## config.mk

```make
export PLATFORM = sky130hd
export DESIGN_NAME = mc_ctrl
export DESIGN_NICKNAME = d
export VERILOG_FILES = /design/src/rtl/mc_ctrl_pkg.sv /design/src/rtl/mc_decode.sv /design/src/rtl/mc_ctrl.sv
export SDC_FILE = /design/constraint.sdc
export NUM_CORES = 1
export LEC_CHECK = 0
export BUFFER_PORTS_ARGS = -buffer_cell sky130_fd_sc_hd__buf_2
export CORE_ASPECT_RATIO = 0.75
export CORE_UTILIZATION = 53
export CTS_BUF_LIST = sky130_fd_sc_hd__clkbuf_4
export DETAILED_ROUTE_END_ITERATION = 10
export GPL_TIMING_DRIVEN = 0
export MAX_ROUTING_LAYER = met4
export PLACE_DENSITY = 0.82
export SETUP_SLACK_MARGIN = 0.05
export SLEW_MARGIN = 15
export SYNTH_ARGS = -nofsm -noshare
export SYNTH_HDL_FRONTEND = slang
export SYNTH_SLANG_ARGS = --single-unit
export TNS_END_PERCENT = 5
```

## constraint.sdc

```tcl
create_clock -name clk -period 3.2 [get_ports clk]
set_input_delay 0.64 -clock clk [delete_from_list [all_inputs] [get_ports clk]]
set_output_delay 0.64 -clock clk [all_outputs]
set_load 0.02 [all_outputs]
```

## src/rtl/mc_ctrl_pkg.sv

```systemverilog
// rtl/mc_ctrl_pkg.sv - shared encodings for the multi-cycle control FSM
package mc_ctrl_pkg;

  typedef enum logic [2:0] {
    S_IF  = 3'd0,
    S_ID  = 3'd1,
    S_EX  = 3'd2,
    S_MEM = 3'd3,
    S_WB  = 3'd4
  } state_t;

  localparam logic [5:0] OP_RTYPE = 6'h00;
  localparam logic [5:0] OP_JAL   = 6'h03;
  localparam logic [5:0] OP_BEQ   = 6'h04;
  localparam logic [5:0] OP_ORI   = 6'h0D;
  localparam logic [5:0] OP_LUI   = 6'h0F;
  localparam logic [5:0] OP_LW    = 6'h23;
  localparam logic [5:0] OP_SW    = 6'h2B;

  localparam logic [5:0] FN_NOP = 6'h00;
  localparam logic [5:0] FN_JR  = 6'h08;
  localparam logic [5:0] FN_ADD = 6'h20;
  localparam logic [5:0] FN_SUB = 6'h22;

  localparam logic [1:0] NPC_SEQ  = 2'd0;
  localparam logic [1:0] NPC_BR   = 2'd1;
  localparam logic [1:0] NPC_JUMP = 2'd2;
  localparam logic [1:0] NPC_RS   = 2'd3;

  localparam logic [1:0] DST_RT = 2'd0;
  localparam logic [1:0] DST_RD = 2'd1;
  localparam logic [1:0] DST_RA = 2'd2;

  localparam logic [1:0] WD_ALU = 2'd0;
  localparam logic [1:0] WD_DM  = 2'd1;
  localparam logic [1:0] WD_PC  = 2'd2;

  localparam logic [2:0] ALU_ADD = 3'd0;
  localparam logic [2:0] ALU_SUB = 3'd1;
  localparam logic [2:0] ALU_OR  = 3'd2;
  localparam logic [2:0] ALU_LUI = 3'd3;

  // One-hot instruction class; all-zero means the encoding is not supported.
  typedef struct packed {
    logic add;
    logic sub;
    logic ori;
    logic lui;
    logic lw;
    logic sw;
    logic beq;
    logic jal;
    logic jr;
    logic nop;
  } iclass_t;

endpackage

```

## src/rtl/mc_decode.sv

```systemverilog
// rtl/mc_decode.sv - opcode/funct to one-hot instruction class and illegal flag
module mc_decode
  import mc_ctrl_pkg::*;
(
  input  logic [5:0] opcode,
  input  logic [5:0] funct,
  output iclass_t    cls,
  output logic       illegal
);

  always_comb begin
    cls = '0;
    case (opcode)
      OP_RTYPE: begin
        case (funct)
          FN_ADD:  cls.add = 1'b1;
          FN_SUB:  cls.sub = 1'b1;
          FN_JR:   cls.jr  = 1'b1;
          FN_NOP:  cls.nop = 1'b1;
          default: cls     = '0;
        endcase
      end
      OP_ORI:  cls.ori = 1'b1;
      OP_LUI:  cls.lui = 1'b1;
      OP_LW:   cls.lw  = 1'b1;
      OP_SW:   cls.sw  = 1'b1;
      OP_BEQ:  cls.beq = 1'b1;
      OP_JAL:  cls.jal = 1'b1;
      default: cls     = '0;
    endcase
  end

  assign illegal = (cls == '0);

endmodule

```

## src/rtl/mc_ctrl.sv

```systemverilog
// rtl/mc_ctrl.sv - multi-cycle control FSM for the MIPS-subset core
module mc_ctrl
  import mc_ctrl_pkg::*;
#(
  parameter int CNT_W = 32
) (
  input  logic             clk,
  input  logic             reset,
  input  logic [5:0]       opcode,
  input  logic [5:0]       funct,
  input  logic             zero,
  output logic             imem_req,
  input  logic             imem_ready,
  output logic             dmem_req,
  output logic             dmem_we,
  input  logic             dmem_ready,
  output logic             ir_we,
  output logic             pc_we,
  output logic [1:0]       npc_sel,
  output logic             reg_we,
  output logic [1:0]       reg_dst,
  output logic [1:0]       wd_sel,
  output logic [2:0]       alu_op,
  output logic             alu_src_b,
  output logic             ext_op,
  output logic [CNT_W-1:0] retire_cnt,
  output logic             illegal,
  output logic [2:0]       state_dbg
);

  state_t  state, state_nxt;
  iclass_t cls;
  logic    dec_illegal;
  logic    retire, set_ill;
  logic [2:0] ex_alu_op;
  logic       ex_src_b, ex_ext;

  mc_decode u_decode (
    .opcode  (opcode),
    .funct   (funct),
    .cls     (cls),
    .illegal (dec_illegal)
  );

  // ALU setup shared by EX and WB so the result stays stable through writeback.
  always_comb begin
    ex_alu_op = ALU_ADD;
    if (cls.sub || cls.beq) ex_alu_op = ALU_SUB;
    if (cls.ori)            ex_alu_op = ALU_OR;
    if (cls.lui)            ex_alu_op = ALU_LUI;
    ex_src_b = cls.ori | cls.lui | cls.lw | cls.sw;
    ex_ext   = cls.lw | cls.sw | cls.beq;
  end

  always_comb begin
    state_nxt = state;
    imem_req  = 1'b0;
    dmem_req  = 1'b0;
    dmem_we   = 1'b0;
    ir_we     = 1'b0;
    pc_we     = 1'b0;
    npc_sel   = NPC_SEQ;
    reg_we    = 1'b0;
    reg_dst   = DST_RT;
    wd_sel    = WD_ALU;
    alu_op    = ALU_ADD;
    alu_src_b = 1'b0;
    ext_op    = 1'b0;
    retire    = 1'b0;
    set_ill   = 1'b0;
    // Holding reset low silences every strobe, including the fetch request.
    if (reset) begin
      case (state)
        S_IF: begin
          imem_req = 1'b1;
          if (imem_ready) begin
            ir_we     = 1'b1;
            pc_we     = 1'b1;
            state_nxt = S_ID;
          end
        end
        S_ID: begin
          state_nxt = S_EX;
          if (cls.jal) begin
            reg_we    = 1'b1;
            reg_dst   = DST_RA;
            wd_sel    = WD_PC;
            pc_we     = 1'b1;
            npc_sel   = NPC_JUMP;
            retire    = 1'b1;
            state_nxt = S_IF;
          end else if (cls.jr) begin
            pc_we     = 1'b1;
            npc_sel   = NPC_RS;
            retire    = 1'b1;
            state_nxt = S_IF;
          end else if (cls.nop || dec_illegal) begin
            set_ill   = dec_illegal;
            retire    = 1'b1;
            state_nxt = S_IF;
          end
        end
        S_EX: begin
          alu_op    = ex_alu_op;
          alu_src_b = ex_src_b;
          ext_op    = ex_ext;
          if (cls.beq) begin
            pc_we     = zero;
            npc_sel   = zero ? NPC_BR : NPC_SEQ;
            retire    = 1'b1;
            state_nxt = S_IF;
          end else if (cls.lw || cls.sw) begin
            state_nxt = S_MEM;
          end else begin
            state_nxt = S_WB;
          end
        end
        S_MEM: begin
          dmem_req = 1'b1;
          dmem_we  = cls.sw;
          if (dmem_ready) begin
            retire    = cls.sw;
            state_nxt = cls.sw ? S_IF : S_WB;
          end
        end
        S_WB: begin
          reg_we    = 1'b1;
          reg_dst   = (cls.add || cls.sub) ? DST_RD : DST_RT;
          wd_sel    = cls.lw ? WD_DM : WD_ALU;
          alu_op    = ex_alu_op;
          alu_src_b = ex_src_b;
          ext_op    = ex_ext;
          retire    = 1'b1;
          state_nxt = S_IF;
        end
        default: state_nxt = S_IF;
      endcase
    end
  end

  always_ff @(posedge clk or negedge reset) begin
    if (!reset) begin
      state      <= S_IF;
      retire_cnt <= '0;
      illegal    <= 1'b0;
    end else begin
      state <= state_nxt;
      if (retire)  retire_cnt <= retire_cnt + CNT_W'(1);
      if (set_ill) illegal    <= 1'b1;
    end
  end

  assign state_dbg = state;

endmodule
```

==> run summary, run 1 <==
largest net degree at the start of global routing: 38
gp weighted congestion: 0.872
# DRC: 0
chip height: 58.4 µm
Leakage: 1.39 nW
Worst Setup End Kind: primary output
DRT Pass-1 Iters: 4
dpl hpwl: 4010 µm
skew final: 0.0155 ns
num rows: 20
Reg2Reg Setup Slack: 1.07 ns
Tcrit/Tclk final: 0.976
Clock H-tree levels: 2
DRT iter0 DRCs: 131
area leader, netlist: dfrtp_1
Synth Warn #: 0
RSZ-0062 raised after global routing: true
Routed WL: 5190 µm
average size of a mapped cell: 9.42 µm²
status: complete, no violations
async set-reset flop share out of synthesis: 1.00
crit path time final: 3.12 ns
post-route ant nets: 0
hold crit path type: in2async
worst-path fanout max: 5
register area: 901 µm²
max_cap viols: 0
post-synthesis instance total: 239
commonest cells in the netlist: dfrtp_1, nand2_1, xor2_1, nor2_1
PortBufs: 66
GRT Overall Usage: 0.252
final net count: 329
CTS tree: yes
Worst Setup Path Type: in2out
final hold violations: 0
routed vias/inst: 5.72
final core utilization: 0.665
layout cell share with drive strength beyond 1: 0.309
Req. time, crit path: 2.56 ns
Synth Flop Type: dfrtp_1
CTS Hold Bufs: 0
ant diodes: 0
FF-to-FF path depth: 7
Reg clk slew, reported paths: 0.11 ns
Clock Latency Late Sink: 0.35 ns
Arr. time, crit path: 2.48 ns
post-detailed-route wirelength per cell: 14.2 µm
Slew Limit Fails: 0
Synth top area share: 0.400
initial core utilization: 0.555
reg-to-reg startpoint: retire_cnt[0]
clock buffer count from CTS: 5
global route total overflow: 0
Core Area: 4050 µm²
Netlist Area Pre-Place: 2250 µm²
Vias: 2092
Post-CTS Setup Inserts: 0
Root Driver: clkbuf_4
Max clock buf depth: 2
vias in the first global route: 1794
# fillers: 377
type of origin of the critical path: input pin
VDD IR-drop max: 364 µV
CTS sink cnt: 36
Multi-input gate area: 1240 µm²
# setup viols final: 0
Worst R2R End: retire_cnt[16]
Synth Register Bits: 36
initial antenna violation count: 0
die area: 4510 µm²
pre-CTS WS: -0.226 ns
Die Width: 77.3 µm
pwr dens: 382 nW/µm²
Tot Pwr: 1.03 mW
Layout area overhead: 19.8%
number of enable flip-flop cells after synthesis: 0
count of different cell masters after synthesis: 55
sequential area share after synthesis: 0.400
fmax: 0.320 GHz
top cells by area, synth: dfrtp_1, xor2_1, nand4_1
Final WS setup: 0.0772 ns
syn_nets: 257
top-count cell post-synth: dfrtp_1
first-pass GRT wire length: 8580 µm
Hold Worst Slack: 0.180 ns
# IOs: 70
[cell type report]
cell class | instances | share of cell area
Clock buffer | 5 | 0.0139
Buffer | 14 | 0.0306
Multi-Input combinational cell | 183 | 0.462
Sequential cell | 36 | 0.334
Inverter | 5 | 0.00696
Timing Repair Buffer | 66 | 0.125
Clock inverter | 2 | 0.00278
Tap cell | 55 | 0.0255
[report_power, final]
part	leakage, nW	internal, mW	switching, mW
Sequential	0.486	0.490	0.0397
Combinational	0.878	0.107	0.172
Clock	0.0261	0.0766	0.145
Total	1.39	0.674	0.357
[stage by stage]
stage                     setup TNS (ns)  std cells  instance area, µm²
after global routing             -0.0101        366                2700
after floorplan                        0        239                2250
after CTS                              0        367                2700
after global placement            -0.455        360                2650
final                                  0        366                2700
after detailed placement          -0.544        360                2650
[how the worst max path moves through the flow]
stage                            to      start  slack, ns  cells after the start
final                         pc_we  opcode[2]       0.08                      8
after global routing          pc_we  opcode[2]      -0.01                      8
after CTS                     pc_we  opcode[2]       0.08                      8
after detailed placement  alu_src_b      reset      -0.23                      8
after global placement    alu_src_b      reset      -0.20                      8
after floorplan               pc_we  opcode[2]       0.14                      6
[layout by cell type (no fill, tap or decap), types with 3 or more instances in the layout]
cell / synthesis / layout
buf_2: 3 / 68
dfrtp_1: 36 / 36
nand2_1: 21 / 21
xor2_1: 21 / 21
nor2_1: 19 / 19
nand4_1: 17 / 17
nor3_1: 17 / 17
nand3_1: 14 / 14
xnor2_1: 11 / 11
and3_1: 9 / 9
clkbuf_1: 6 / 5
clkbuf_4: 0 / 5
and2_1: 4 / 4
inv_1: 4 / 4
nor4_2: 4 / 4
a21oi_1: 3 / 3
buf_6: 2 / 3
buf_4: 3 / 3
nor4_1: 3 / 3
[metal layers]
| layer | vias up | GRT usage | part of all wire |
|---|---|---|---|
| met5 | - | - | 0 |
| met4 | 0 | 0.0863 | 0.012 |
| met3 | 8 | 0.0558 | 0.076 |
| met2 | 85 | 0.357 | 0.44 |
| met1 | 1003 | 0.357 | 0.47 |
| li1 | 996 | - | - |
[worst max-delay path: stages]
cell and delay (ns):
buf_2 0.12, or4_4 0.54, nor3_4 0.18, nand2_1 0.09, o41a_1 0.38, o21a_1 0.18
nor3_1 0.15, buf_2 0.19
[kinds of logic (layout without fill, tap and decap cells)]
| group | Yosys count | after routing | share of synthesized area |
|---|---|---|---|
| flip-flops | 36 | 36 | 0.400 |
| buffers and inverters | 20 | 92 | 0.0467 |
| AND/OR/NAND/NOR | 128 | 128 | 0.340 |
| multiplexers | 2 | 2 | 0.00945 |
| XOR/XNOR | 32 | 32 | 0.125 |
| other | 1 | 1 | 0.00167 |
| AO/OA/AOI/OAI | 19 | 19 | 0.0717 |
| adder cells (fa/ha/maj) | 1 | 1 | 0.00556 |
[sequential cells by signal, summed over array words and instances (netlist names)]
register    flops
state_dbg       3
illegal         1
retire_cnt     32
[repair_timing]
item,4_1_cts,5_1_grt
pin swaps,0,0
setup endpoints to repair,7,3
gates resized for setup,2,0
Power figures use the tool's default switching activity.
==> inputs of run 2 (changes only) <==
--- a/config.mk
+++ b/config.mk
@@ -7,6 +7,7 @@
 export LEC_CHECK = 0
 export BUFFER_PORTS_ARGS = -buffer_cell sky130_fd_sc_hd__buf_2
 export CORE_ASPECT_RATIO = 0.75
+export CORE_MARGIN = 2
 export CORE_UTILIZATION = 53
 export CTS_BUF_LIST = sky130_fd_sc_hd__clkbuf_4
 export DETAILED_ROUTE_END_ITERATION = 10
==> run summary, run 2 (synthesis gave the netlist of run 1 again) <==
internal power: 0.690 mW
Root Driver: clkbuf_4
CP max stage cell: or4_4
ant diodes: 0
Layout area overhead: 21.3%
commonest non-fill, non-tap cell in the layout: buf_2
DRT Pass-1 Iters: 4
layout cell share with drive strength beyond 1: 0.321
Reg clk slew, reported paths: 0.11 ns
max_cap viols: 0
CTS Hold Bufs: 0
Placed Area: 2650 µm²
pre-CTS WS: -0.224 ns
Final WS setup: 0.0567 ns
placed cell count: 360
worst path bufs/invs: 2
DRT iter0 DRCs: 201
combinational share of power: 0.273
dpl hpwl: 3960 µm
largest net degree at the start of global routing: 38
worst-path fanout max: 5
sequential power share: 0.505
CP delay by family, top: simple AND/OR/NAND/NOR gates
Leakage: 1.41 nW
Routed WL: 5280 µm
Slew Limit Fails: 0
Layout Cells excl Fill: 367
status: complete, no violations
final net count: 330
die area: 4790 µm²
clock share of power: 0.222
chip height: 60.4 µm
clock buffer count from CTS: 5
Multi-input gate area: 1250 µm²
GRT Overall Usage: 0.235
Most flops, register: retire_cnt
register area: 901 µm²
fmax: 0.318 GHz
num rows: 20
# DRC: 0
# fillers: 347
routed vias/inst: 5.65
Arr. time, crit path: 2.50 ns
type of origin of the critical path: input pin
CTS sink cnt: 36
PortBufs: 66
first-pass GRT wire length: 8400 µm
# setup viols final: 0
skew final: 0.0119 ns
crit-path cells: buf_8 -> or4_4 -> nor3_4 -> nand2_1 -> o41a_1 -> o21a_1 -> nor3_2 -> buf_4
RSZ-0062 raised after global routing: true
crit path time final: 3.14 ns
switching power: 0.354 mW
Vias: 2073
VDD IR-drop max: 432 µV
switching part of the total: 0.339
global route total overflow: 0
gp weighted congestion: 0.884
vias in the first global route: 1845
post-detailed-route wirelength per cell: 14.4 µm
Req. time, crit path: 2.56 ns
Tcrit/Tclk final: 0.982
Clock Latency Late Sink: 0.34 ns
final hold violations: 0
Worst Setup End Kind: primary output
CTS tree: yes
Die Width: 79.3 µm
max reg flops: 32
pwr dens: 382 nW/µm²
initial antenna violation count: 0
initial core utilization: 0.555
Clock H-tree levels: 2
Core Area: 4050 µm²
most frequent cells in the layout: buf_2, dfrtp_1, nand2_1, xor2_1, nor2_1
hold crit path type: in2async
Worst Setup Path Type: in2out
# IOs: 70
Max clock buf depth: 2
post-route ant nets: 0
final instance area: 2730 µm²
largest stage delay on the critical path: 0.51 ns
[run 2: layout make-up]
type,count,area share
Buffer,15,0.0321
Clock buffer,6,0.0165
Clock inverter,1,0.00183
Inverter,5,0.00687
Multi-Input combinational cell,183,0.458
Sequential cell,36,0.330
Tap cell,55,0.0252
Timing Repair Buffer,66,0.130
[run 2: final timing paths]
check | slack (ns) | to | cells past startpoint | start
worst max-delay path | 0.06 | pc_we | 8 | opcode[4]
worst min-delay path | 0.17 | retire_cnt[6] | 1 | reset
worst max register to register | 1.02 | retire_cnt[16] | 7 | retire_cnt[0]
worst min register to register | 0.48 | illegal | 1 | illegal
max in group asynchronous | 2.77 | retire_cnt[28] | 1 | reset
min in group clk | 0.48 | illegal | 1 | illegal
[run 2: worst reg2reg max path: stages, from the launching register on]
cell,delay [ns]
dfrtp_1,0.41
ha_1,0.18
and3_1,0.18
and3_1,0.15
buf_1,0.38
nand2_1,0.27
nor4_1,0.36
xor2_1,0.17
[run 2: power by group through the flow]
stage / clock (mW) / combinational, mW / sequential, mW
after CTS: 0.237 / 0.280 / 0.527
final: 0.232 / 0.285 / 0.527
after global routing: 0.255 / 0.310 / 0.535
after floorplan: 0 / 0.146 / 0.575
after global placement: 0 / 0.274 / 0.535
after detailed placement: 0 / 0.279 / 0.535
[run 2: routing by layer]
layer | global-route usage | share of wire | up-vias | wire length (µm)
li1 | - | - | 1003 | -
met1 | 0.328 | 0.49 | 995 | 2580
met2 | 0.334 | 0.44 | 71 | 2350
met3 | 0.0551 | 0.059 | 4 | 312
met4 | 0.0862 | 0.0068 | 0 | 36
met5 | - | 0 | - | 0
[run 2: through the flow]
step | TNS (ns) | power (mW) | util | hold slack (ns)
5_1_grt | -0.0360 | 1.10 | 0.674 | 0.185
3_5_place_dp | -0.694 | 0.814 | 0.654 | 0.464
4_1_cts | 0 | 1.04 | 0.668 | 0.181
2_1_floorplan | 0 | 0.721 | - | 0.344
6_report | 0 | 1.04 | 0.674 | 0.175
3_3_place_gp | -0.385 | 0.809 | 0.654 | 0.453
[run 2: timing repair]
| action | in CTS | in global routing |
|---|---|---|
| resized for setup | 2 | 8 |
| setup buffers | 0 | 0 |
| hold endpoints to repair | 0 | 0 |
| cloned | 0 | 0 |
| pin swaps | 0 | 4 |
| endpoints found under the setup margin | 7 | 3 |
==> inputs of run 3 (changes only) <==
--- a/config.mk
+++ b/config.mk
@@ -6,14 +6,16 @@
 export NUM_CORES = 1
 export LEC_CHECK = 0
 export BUFFER_PORTS_ARGS = -buffer_cell sky130_fd_sc_hd__buf_2
+export CELL_PAD_IN_SITES_DETAIL_PLACEMENT = 0
+export CELL_PAD_IN_SITES_GLOBAL_PLACEMENT = 1
 export CORE_ASPECT_RATIO = 0.75
 export CORE_MARGIN = 2
-export CORE_UTILIZATION = 53
+export CORE_UTILIZATION = 39
 export CTS_BUF_LIST = sky130_fd_sc_hd__clkbuf_4
 export DETAILED_ROUTE_END_ITERATION = 10
 export GPL_TIMING_DRIVEN = 0
 export MAX_ROUTING_LAYER = met4
-export PLACE_DENSITY = 0.82
+export PLACE_DENSITY_LB_ADDON = 0.1
 export SETUP_SLACK_MARGIN = 0.05
 export SLEW_MARGIN = 15
 export SYNTH_ARGS = -nofsm -noshare
==> run summary, run 3 (synthesis gave the netlist of run 1 again) <==
Routed WL: 5510 µm
initial antenna violation count: 0
ant diodes: 0
Req. time, crit path: 2.56 ns
Placed Area: 2680 µm²
layout cell share with drive strength beyond 1: 0.316
Arr. time, crit path: 2.48 ns
Max clock buf depth: 2
commonest non-fill, non-tap cell in the layout: buf_2
final hold violations: 0
Hold Worst Slack: 0.188 ns
final instance area: 2740 µm²
combinational share of power: 0.264
internal power: 0.699 mW
largest net degree at the start of global routing: 38
post-detailed-route wirelength per cell: 14.2 µm
Leakage: 1.40 nW
Root Driver: clkbuf_4
type of origin of the critical path: input pin
global route total overflow: 0
Clock H-tree levels: 2
gp weighted congestion: 0.817
Slew Limit Fails: 0
max_cap viols: 0
pwr dens: 385 nW/µm²
Tot Pwr: 1.06 mW
# fillers: 562
VDD IR-drop max: 363 µV
switching power: 0.356 mW
RSZ-0062 raised after global routing: true
Die Width: 91.7 µm
crit path time final: 3.12 ns
most frequent cells in the layout: buf_2, dfrtp_1, nand2_1, xor2_1, nor2_1
DRT iter0 DRCs: 93
CTS tree: yes
die area: 6400 µm²
switching part of the total: 0.338
chip height: 69.8 µm
DRT Pass-1 Iters: 5
hold crit path type: in2async
# setup viols final: 0
Tcrit/Tclk final: 0.974
FF-to-FF path depth: 7
Setup TNS: 0 ns
Final WS setup: 0.0827 ns
# IOs: 70
dpl hpwl: 4250 µm
# DRC: 0
clock share of power: 0.235
GRT Overall Usage: 0.182
Layout area overhead: 21.8%
Reg clk slew, reported paths: 0.11 ns
fmax: 0.321 GHz
Worst Setup End Kind: primary output
pre-CTS WS: -0.261 ns
clock buffer count from CTS: 5
post-route ant nets: 0
max reg flops: 32
skew final: 0.0182 ns
initial core utilization: 0.412
Worst Setup Path Type: in2out
num rows: 23
final net count: 330
Clock Latency Late Sink: 0.34 ns
PortBufs: 66
worst-path fanout max: 5
Vias: 2000
Core Area: 5470 µm²
sequential power share: 0.501
CTS sink cnt: 36
status: complete, no violations
routed vias/inst: 5.15
first-pass GRT wire length: 9180 µm
Most flops, register: retire_cnt
vias in the first global route: 1791
## run 3: layout make-up
cell class,instances,area (µm²),share of cell area
Clock buffer,7,52.6,0.0192
Clock inverter,1,3.75,0.00137
Inverter,5,18.8,0.00685
Multi-Input combinational cell,183,1240,0.454
Tap cell,75,93.8,0.0342
Timing Repair Buffer,67,344,0.126
Buffer,14,82.6,0.0301
Sequential cell,36,901,0.329
## run 3: stage by stage
step / instances / utilization
6_report: 388 / 0.501
5_1_grt: 388 / 0.501
4_1_cts: 388 / 0.501
3_5_place_dp: 380 / 0.489
3_3_place_gp: 380 / 0.489
2_1_floorplan: 239 / -
## run 3: layer usage
metal	share of wire	routed length (µm)	GRT usage
met5	0	0	-
met2	0.38	2080	0.220
met1	0.56	3110	0.307
met4	0.0074	41	0.0299
met3	0.050	275	0.0337
## run 3: worst paths after layout
path / slack, ns / endpoint / startpoint
worst max register to register: 0.97 / retire_cnt[16] / retire_cnt[0]
worst min-delay path: 0.19 / retire_cnt[14] / reset
worst min register to register: 0.47 / retire_cnt[31] / retire_cnt[31]
max in group asynchronous: 2.71 / retire_cnt[3] / reset
min in group clk: 0.47 / retire_cnt[31] / retire_cnt[31]
worst max-delay path: 0.08 / pc_we / opcode[2]
## run 3: power by group through the flow
| stage | Clock (mW) | Sequential (mW) | Combinational, mW |
|---|---|---|---|
| 5_1_grt | 0.274 | 0.534 | 0.309 |
| 3_3_place_gp | 0 | 0.537 | 0.280 |
| 4_1_cts | 0.252 | 0.529 | 0.283 |
| 6_report | 0.248 | 0.529 | 0.279 |
| 3_5_place_dp | 0 | 0.537 | 0.282 |
| 2_1_floorplan | 0 | 0.575 | 0.146 |
## run 3: timing repair
item,CTS,global route
buffers inserted,0,1
pin swaps,0,1
resized for setup,2,0
gates cloned,0,0
hold endpoints to repair,0,0
hold buffers,0,0
setup endpoints to repair,7,2
## run 3: critical path: stages
cell	delay [ns]
buf_2	0.12
or4_4	0.54
nor3_4	0.20
nand2_1	0.09
o41a_1	0.38
o21a_1	0.18
nor3_1	0.14
buf_2	0.19
